**src/rtl/filter_seq_ctrl.sv**
```systemverilog
// Sequencer for a shaping filter: flushes the filter delay lines, waits for it to settle,
// then qualifies its output. Holds the filter's k/l/m1/m2 configuration registers.
module filter_seq_ctrl #(
  parameter int unsigned SIZE_FILTER_DATA = 16,
  parameter int unsigned K_MAX            = 63,
  parameter int unsigned L_MAX            = 63,
  parameter int unsigned FILT_LAT         = 5,
  parameter int unsigned CLR_PAD          = 4
) (
  input  logic                               clk,
  input  logic                               reset,
  input  logic                               cfg_we,
  input  logic [1:0]                         cfg_addr,
  input  logic [15:0]                        cfg_wdata,
  output logic                               cfg_err,
  input  logic                               start,
  input  logic                               stop,
  input  logic signed [SIZE_FILTER_DATA-1:0] adc_data,
  output logic                               filt_rst_n,
  output logic signed [SIZE_FILTER_DATA-1:0] filt_in,
  input  logic signed [SIZE_FILTER_DATA-1:0] filt_out,
  output logic [15:0]                        k_o,
  output logic [15:0]                        l_o,
  output logic [15:0]                        m1_o,
  output logic [15:0]                        m2_o,
  output logic signed [SIZE_FILTER_DATA-1:0] data_out,
  output logic                               data_valid,
  output logic                               sat_flag,
  output logic [2:0]                         state_o
);

  typedef enum logic [1:0] {
    StIdle   = 2'd0,
    StClear  = 2'd1,
    StSettle = 2'd2,
    StRun    = 2'd3
  } state_e;

  localparam logic [15:0] KMaxW    = 16'(K_MAX);
  localparam logic [15:0] LMaxW    = 16'(L_MAX);
  localparam logic [7:0]  ClrPadW  = 8'(CLR_PAD);
  localparam logic [7:0]  FiltLatW = 8'(FILT_LAT);
  localparam logic signed [SIZE_FILTER_DATA-1:0] SatMax = {1'b0, {(SIZE_FILTER_DATA-1){1'b1}}};
  localparam logic signed [SIZE_FILTER_DATA-1:0] SatMin = {1'b1, {(SIZE_FILTER_DATA-1){1'b0}}};

  state_e                        state_q, state_d;
  logic [7:0]                    cnt_q, cnt_d;
  logic [15:0]                   k_q, k_d, l_q, l_d, m1_q, m1_d, m2_q, m2_d;
  logic                          cfg_err_q, cfg_err_d;
  logic                          valid_q, valid_d;
  logic signed [SIZE_FILTER_DATA-1:0] dout_q, dout_d;
  logic                          sat_q, sat_d;
  logic                          start_acc;
  logic [7:0]                    clr_load, settle_load;

  assign start_acc = (state_q == StIdle) && start && !stop;

  // The clear length uses the configuration that will be in force for the whole run,
  // including a write accepted on the same edge as start.
  assign clr_load    = k_d[7:0] + l_d[7:0] + ClrPadW - 8'd1;
  assign settle_load = k_q[7:0] + l_q[7:0] + FiltLatW - 8'd1;

  always_comb begin
    k_d       = k_q;
    l_d       = l_q;
    m1_d      = m1_q;
    m2_d      = m2_q;
    cfg_err_d = 1'b0;
    if (cfg_we) begin
      if (state_q != StIdle) begin
        cfg_err_d = 1'b1;
      end else begin
        case (cfg_addr)
          2'd0: if (cfg_wdata != 16'd0 && cfg_wdata <= KMaxW) k_d = cfg_wdata;
                else cfg_err_d = 1'b1;
          2'd1: if (cfg_wdata <= LMaxW) l_d = cfg_wdata;
                else cfg_err_d = 1'b1;
          2'd2: m1_d = cfg_wdata;
          2'd3: m2_d = cfg_wdata;
        endcase
      end
    end
  end

  always_comb begin
    state_d = state_q;
    cnt_d   = (cnt_q != 8'd0) ? cnt_q - 8'd1 : 8'd0;
    case (state_q)
      StIdle: begin
        cnt_d = 8'd0;
        if (start_acc) begin
          state_d = StClear;
          cnt_d   = clr_load;
        end
      end
      StClear: begin
        if (stop) begin
          state_d = StIdle;
          cnt_d   = 8'd0;
        end else if (cnt_q == 8'd0) begin
          state_d = StSettle;
          cnt_d   = settle_load;
        end
      end
      StSettle: begin
        if (stop) begin
          state_d = StIdle;
          cnt_d   = 8'd0;
        end else if (cnt_q == 8'd0) begin
          state_d = StRun;
          cnt_d   = 8'd0;
        end
      end
      StRun: begin
        if (stop) begin
          state_d = StIdle;
          cnt_d   = 8'd0;
        end
      end
    endcase
  end

  always_comb begin
    valid_d = (state_q == StRun) && !stop;
    dout_d  = (state_q == StRun) ? filt_out : '0;
    sat_d   = sat_q;
    if (start_acc) begin
      sat_d = 1'b0;
    end else if (state_q == StRun && (filt_out == SatMax || filt_out == SatMin)) begin
      sat_d = 1'b1;
    end
  end

  always_ff @(posedge clk) begin
    if (reset) begin
      state_q   <= StIdle;
      cnt_q     <= 8'd0;
      k_q       <= 16'd32;
      l_q       <= 16'd16;
      m1_q      <= 16'd16;
      m2_q      <= 16'd1;
      cfg_err_q <= 1'b0;
      valid_q   <= 1'b0;
      dout_q    <= '0;
      sat_q     <= 1'b0;
    end else begin
      state_q   <= state_d;
      cnt_q     <= cnt_d;
      k_q       <= k_d;
      l_q       <= l_d;
      m1_q      <= m1_d;
      m2_q      <= m2_d;
      cfg_err_q <= cfg_err_d;
      valid_q   <= valid_d;
      dout_q    <= dout_d;
      sat_q     <= sat_d;
    end
  end

  assign filt_rst_n = (state_q == StSettle) || (state_q == StRun);
  assign filt_in    = filt_rst_n ? adc_data : '0;
  assign state_o    = {1'b0, state_q};
  assign k_o        = k_q;
  assign l_o        = l_q;
  assign m1_o       = m1_q;
  assign m2_o       = m2_q;
  assign cfg_err    = cfg_err_q;
  assign data_out   = dout_q;
  assign data_valid = valid_q;
  assign sat_flag   = sat_q;

endmodule

```
**config.mk**
```make
export PLATFORM = sky130hd
export DESIGN_NAME = filter_seq_ctrl
export DESIGN_NICKNAME = d
export VERILOG_FILES = /design/src/rtl/filter_seq_ctrl.sv
export SDC_FILE = /design/constraint.sdc
export NUM_CORES = 1
export LEC_CHECK = 0
export ABC_AREA = 0
export ABC_CLOCK_PERIOD_IN_PS = 9550
export BUFFER_PORTS_ARGS = -buffer_cell sky130_fd_sc_hd__buf_2
export CORE_UTILIZATION = 53
export DETAILED_ROUTE_END_ITERATION = 16
export PLACE_DENSITY = 0.85
export SLEW_MARGIN = 20
export SYNTH_ARGS = -nofsm -noshare
export SYNTH_HDL_FRONTEND = slang
export SYNTH_SLANG_ARGS = --single-unit
```
**constraint.sdc**
```tcl
create_clock -name clk -period 9.55 [get_ports clk]
set_input_delay 1.4325 -clock clk [delete_from_list [all_inputs] [get_ports clk]]
set_output_delay 1.4325 -clock clk [all_outputs]
set_load 0.02 [all_outputs]
```
==> run summary <==
Setup violations remaining at the end of the flow were counted as 0. The synthesized design contains 93 register bits. The net count after synthesis was 520.

For the number of global-route vias before repair, the log shows 3512. Across all hold checks on the routed design, the worst slack comes to 0.4855 ns. The run gives 0.5485 as the initial standard-cell utilization of the core. Yosys attributes the largest share of cell area to sky130_fd_sc_hd__dfxtp_1, sky130_fd_sc_hd__mux2i_1, sky130_fd_sc_hd__ha_1. The cell count after synthesis came out at 436. The tools report the number of synthesis warnings as 0. After detailed routing, the total wire length is 10150 um. The post-synthesis cell type count came out at 54. The share of flip-flops with an asynchronous set or reset was 0. The flow ran to the end, and the final reports show no timing, DRC or antenna violations. The fraction of layout instances using a drive strength above 1 was 0.3294.

The starting DRC count in detailed routing is 151. On the critical path, the stage with the largest delay is an instance of sky130_fd_sc_hd__or3_1. The number of cells on the worst hold path was 1. For this run, the post-layout net count is 668.

The capturing element type of the critical path is a register. The tools report the instance count after placement with tap cells included as 674. STA classifies the critical path startpoint as an input pin. The depth of the most critical reg-to-reg path was 14; the final total power was 0.7230 mW.

The total overflow left after global routing is 0. For the worst setup path, the data arrival time is 5.41 ns. The sequential-to-total area share from yosys stat was 0.4370. By count the netlist is led by sky130_fd_sc_hd__dfxtp_1, sky130_fd_sc_hd__nor2_1, sky130_fd_sc_hd__and2_1. In this run the clock root is driven by a sky130_fd_sc_hd__clkbuf_8. The run gives 158 as the number of top-level pins. For this design, the sink count on the clock tree is 93.

The clock period minus final worst setup slack is 5.109 ns. Number of buffers added on ports: 156. Across the run, the number of max-cap violations was 0. The routed wire length per instance was 14.69 um; the overall fraction of global-route tracks in use was 0.2473. A synthesized cell averages 9.771 um2. The clock transition at the register clock pins on the worst setup and hold paths after CTS came out at 0.10 ns.

The region available for standard cell placement spans 7767 um2. Routability-driven placement finished with a final weighted congestion of 0.8556. Among all cell types in the netlist, the one instantiated most often is sky130_fd_sc_hd__dfxtp_1. The fraction of synthesized cell area taken by the top area cell type was 0.4370. For the sum of negative setup slack, the log shows 0 ns. Worst min-delay path endpoint: k_o[8]$_SDFFE_PP0P_. The floorplan has 32 rows. The post-CTS resize count came out at 0. The tools report the data required time at the worst endpoint as 9.85 ns. The logs give 0 for the number of setup buffers added after CTS and 2 for the buffer depth of the longest clock path. In this run the critical register-to-register path is captured at cnt_q[7]$_SDFF_PP0_.

For the worst voltage drop across the vdd grid, the log shows 0.00009483 V. Tracing the worst setup path back leads to its startpoint at cfg_wdata[2]. Startpoint of the lowest-slack hold path: k_o[8]$_SDFFE_PP0P_.

In this run the power density over the cells is 136.1 nW/um2. The clock arrives with 0.008689 ns of skew. The per-cell via count in the routed design was 5.346. The largest total area in the synthesized netlist belongs to sky130_fd_sc_hd__dfxtp_1. The post-route antenna net violation count is 0. The count of final hold-check violations is 0, and the placed wire-length estimate after detailed placement is 7705 um.

For the remaining design rule violation count, the log shows 0. For this run, the leading register cell type out of synthesis is sky130_fd_sc_hd__dfxtp_1. The detailed router placed 3694 vias in this run. The number of buffers inserted during clock tree synthesis came out at 9. The synthesized cell area was 4260 um2; the number of search-and-repair iterations in the first detailed-routing pass was 4.

The die covers 8401 um2. The tightest slew margin relative to the limit was 0.4802. The floorplan die height works out to 91.66 um. The largest fanout of any net on the critical path is 17. The number of antenna violations at the first check in global routing is 0, and the width of the die is 91.66 um. Entering global routing, the biggest net connects 50 pins. Setup repair after global routing left no endpoint under its margin. The share of the clock period used by the worst path after layout is 0.5350, and the leakage power summed over all cells is 2.848 nW. The tools report the total number of H-tree levels as 3. The maximum clock frequency came out at 195.7 MHz. The first global-routing pass estimated 16420 um of wire. Fill cells in the final layout number 615. The worst-case register-to-register setup slack came out at 5.10 ns. The run gives 0.6838 as the fraction of the core area covered by cells at the end of the flow. The number of antenna diodes in the final layout is 0.

The signal on the critical path passes through buf_2, or4_4, nor3_4, or3_1, mux2_4, ha_1, fa_1, a211oi_1, o21bai_1, a21oi_1, xor2_1, or4_1, o211ai_2. Source of the worst register-to-register timing path: state_q[1]$_SDFFE_PP0P_. TritonCTS built the clock tree. The number of standard cells in the final layout excluding fillers is 691. The path class of the tightest hold or removal check is reg2reg. The latest clock arrival within the worst-skew pair is 0.37 ns, and the highest cell delay on the worst timing path is 0.57 ns. The tools report the max-slew violation count as 0.

For the post-cts hold buffer count, the log shows 0. The critical path in this run is classified as in2reg. Relative to the synthesized area, the layout overhead comes to 24.67%.

For the pin with the worst max-slew slack, the measured transition is 0.7786 ns. The number of enable flip-flop cells after synthesis was 0.
## where the power goes
group	internal, mW	total (mW)	switching [mW]
logic	0.0272	0.0678	0.0407
clock network	0.103	0.257	0.154
registers	0.394	0.399	0.00483
## layer usage
metal	track usage	up-vias	share of wire
met3	0.06799	10	0.078
met5	0	-	0
met2	0.4430	151	0.49
li1	-	1810	-
met1	0.2863	1723	0.42
met4	0.07275	0	0.011
## critical path: cells and delay by family
family                   cells  cell delay, ns
AND/OR/NAND/NOR              4            1.81
adder cells (fa/ha/maj)      2            0.82
AO/OA/AOI/OAI                4            0.72
multiplexers                 1            0.37
buffers and inverters        1            0.14
XOR/XNOR                     1            0.11
## logic make-up (layout without fill, tap and decap cells)
kind of cell,count (synthesis),count (layout),synth area share
compound gates,47,47,0.07284
xor+xnor,12,12,0.02467
fa+ha+maj,29,29,0.08869
buf+inv,40,193,0.03876
flops,93,93,0.4370
mux,45,45,0.1145
other cells,1,1,0.0008802
simple gates,169,169,0.2226
## through the flow
step,setup slack [ns],area [um2]
2_1_floorplan,4.732,4260
3_3_place_gp,4.208,5095
3_5_place_dp,4.073,5095
4_1_cts,4.463,5296
5_1_grt,4.235,5311
6_report,4.441,5311
## state kept, by name, summed over array words and instances, names as in the netlist
signal,cells
state_q,2
cfg_err,1
cnt_q,8
m2_o,16
data_valid,1
k_o,16
m1_o,16
sat_flag,1
l_o,16
data_out,16
## area by class of cell
| type | instances | area, um2 | share of cell area |
|---|---|---|---|
| Tap cell | 102 | 127.6 | 0.02403 |
| Inverter | 17 | 63.81 | 0.01201 |
| Sequential cell | 93 | 1862 | 0.3505 |
| Multi-Input combinational cell | 303 | 2238 | 0.4214 |
| Clock buffer | 9 | 123.9 | 0.02332 |
| Timing Repair Buffer | 160 | 818.3 | 0.1541 |
| Clock inverter | 7 | 77.57 | 0.01461 |
## cells in the final DEF, fill, tap and decap left out, types with 9 or more instances in the layout
cell	instances
sky130_fd_sc_hd__clkbuf_8	9
sky130_fd_sc_hd__nor2_1	53
sky130_fd_sc_hd__inv_1	17
sky130_fd_sc_hd__buf_2	156
sky130_fd_sc_hd__ha_1	27
sky130_fd_sc_hd__nand2_1	12
sky130_fd_sc_hd__mux2i_1	36
sky130_fd_sc_hd__a21oi_1	15
sky130_fd_sc_hd__dfxtp_1	93
sky130_fd_sc_hd__o21ai_0	10
sky130_fd_sc_hd__and3_1	22
sky130_fd_sc_hd__and2_1	40
## worst max-delay path by stage
stage	end	slack, ns	cells past startpoint
2_1_floorplan	cnt_q[7]$_SDFF_PP0_	4.73	13
3_3_place_gp	cnt_q[7]$_SDFF_PP0_	4.21	13
3_5_place_dp	cnt_q[7]$_SDFF_PP0_	4.07	13
4_1_cts	cnt_q[7]$_SDFF_PP0_	4.46	15
5_1_grt	cnt_q[7]$_SDFF_PP0_	4.24	15
6_report	cnt_q[7]$_SDFF_PP0_	4.44	13
Note: power is estimated with default switching activity, not from simulation.
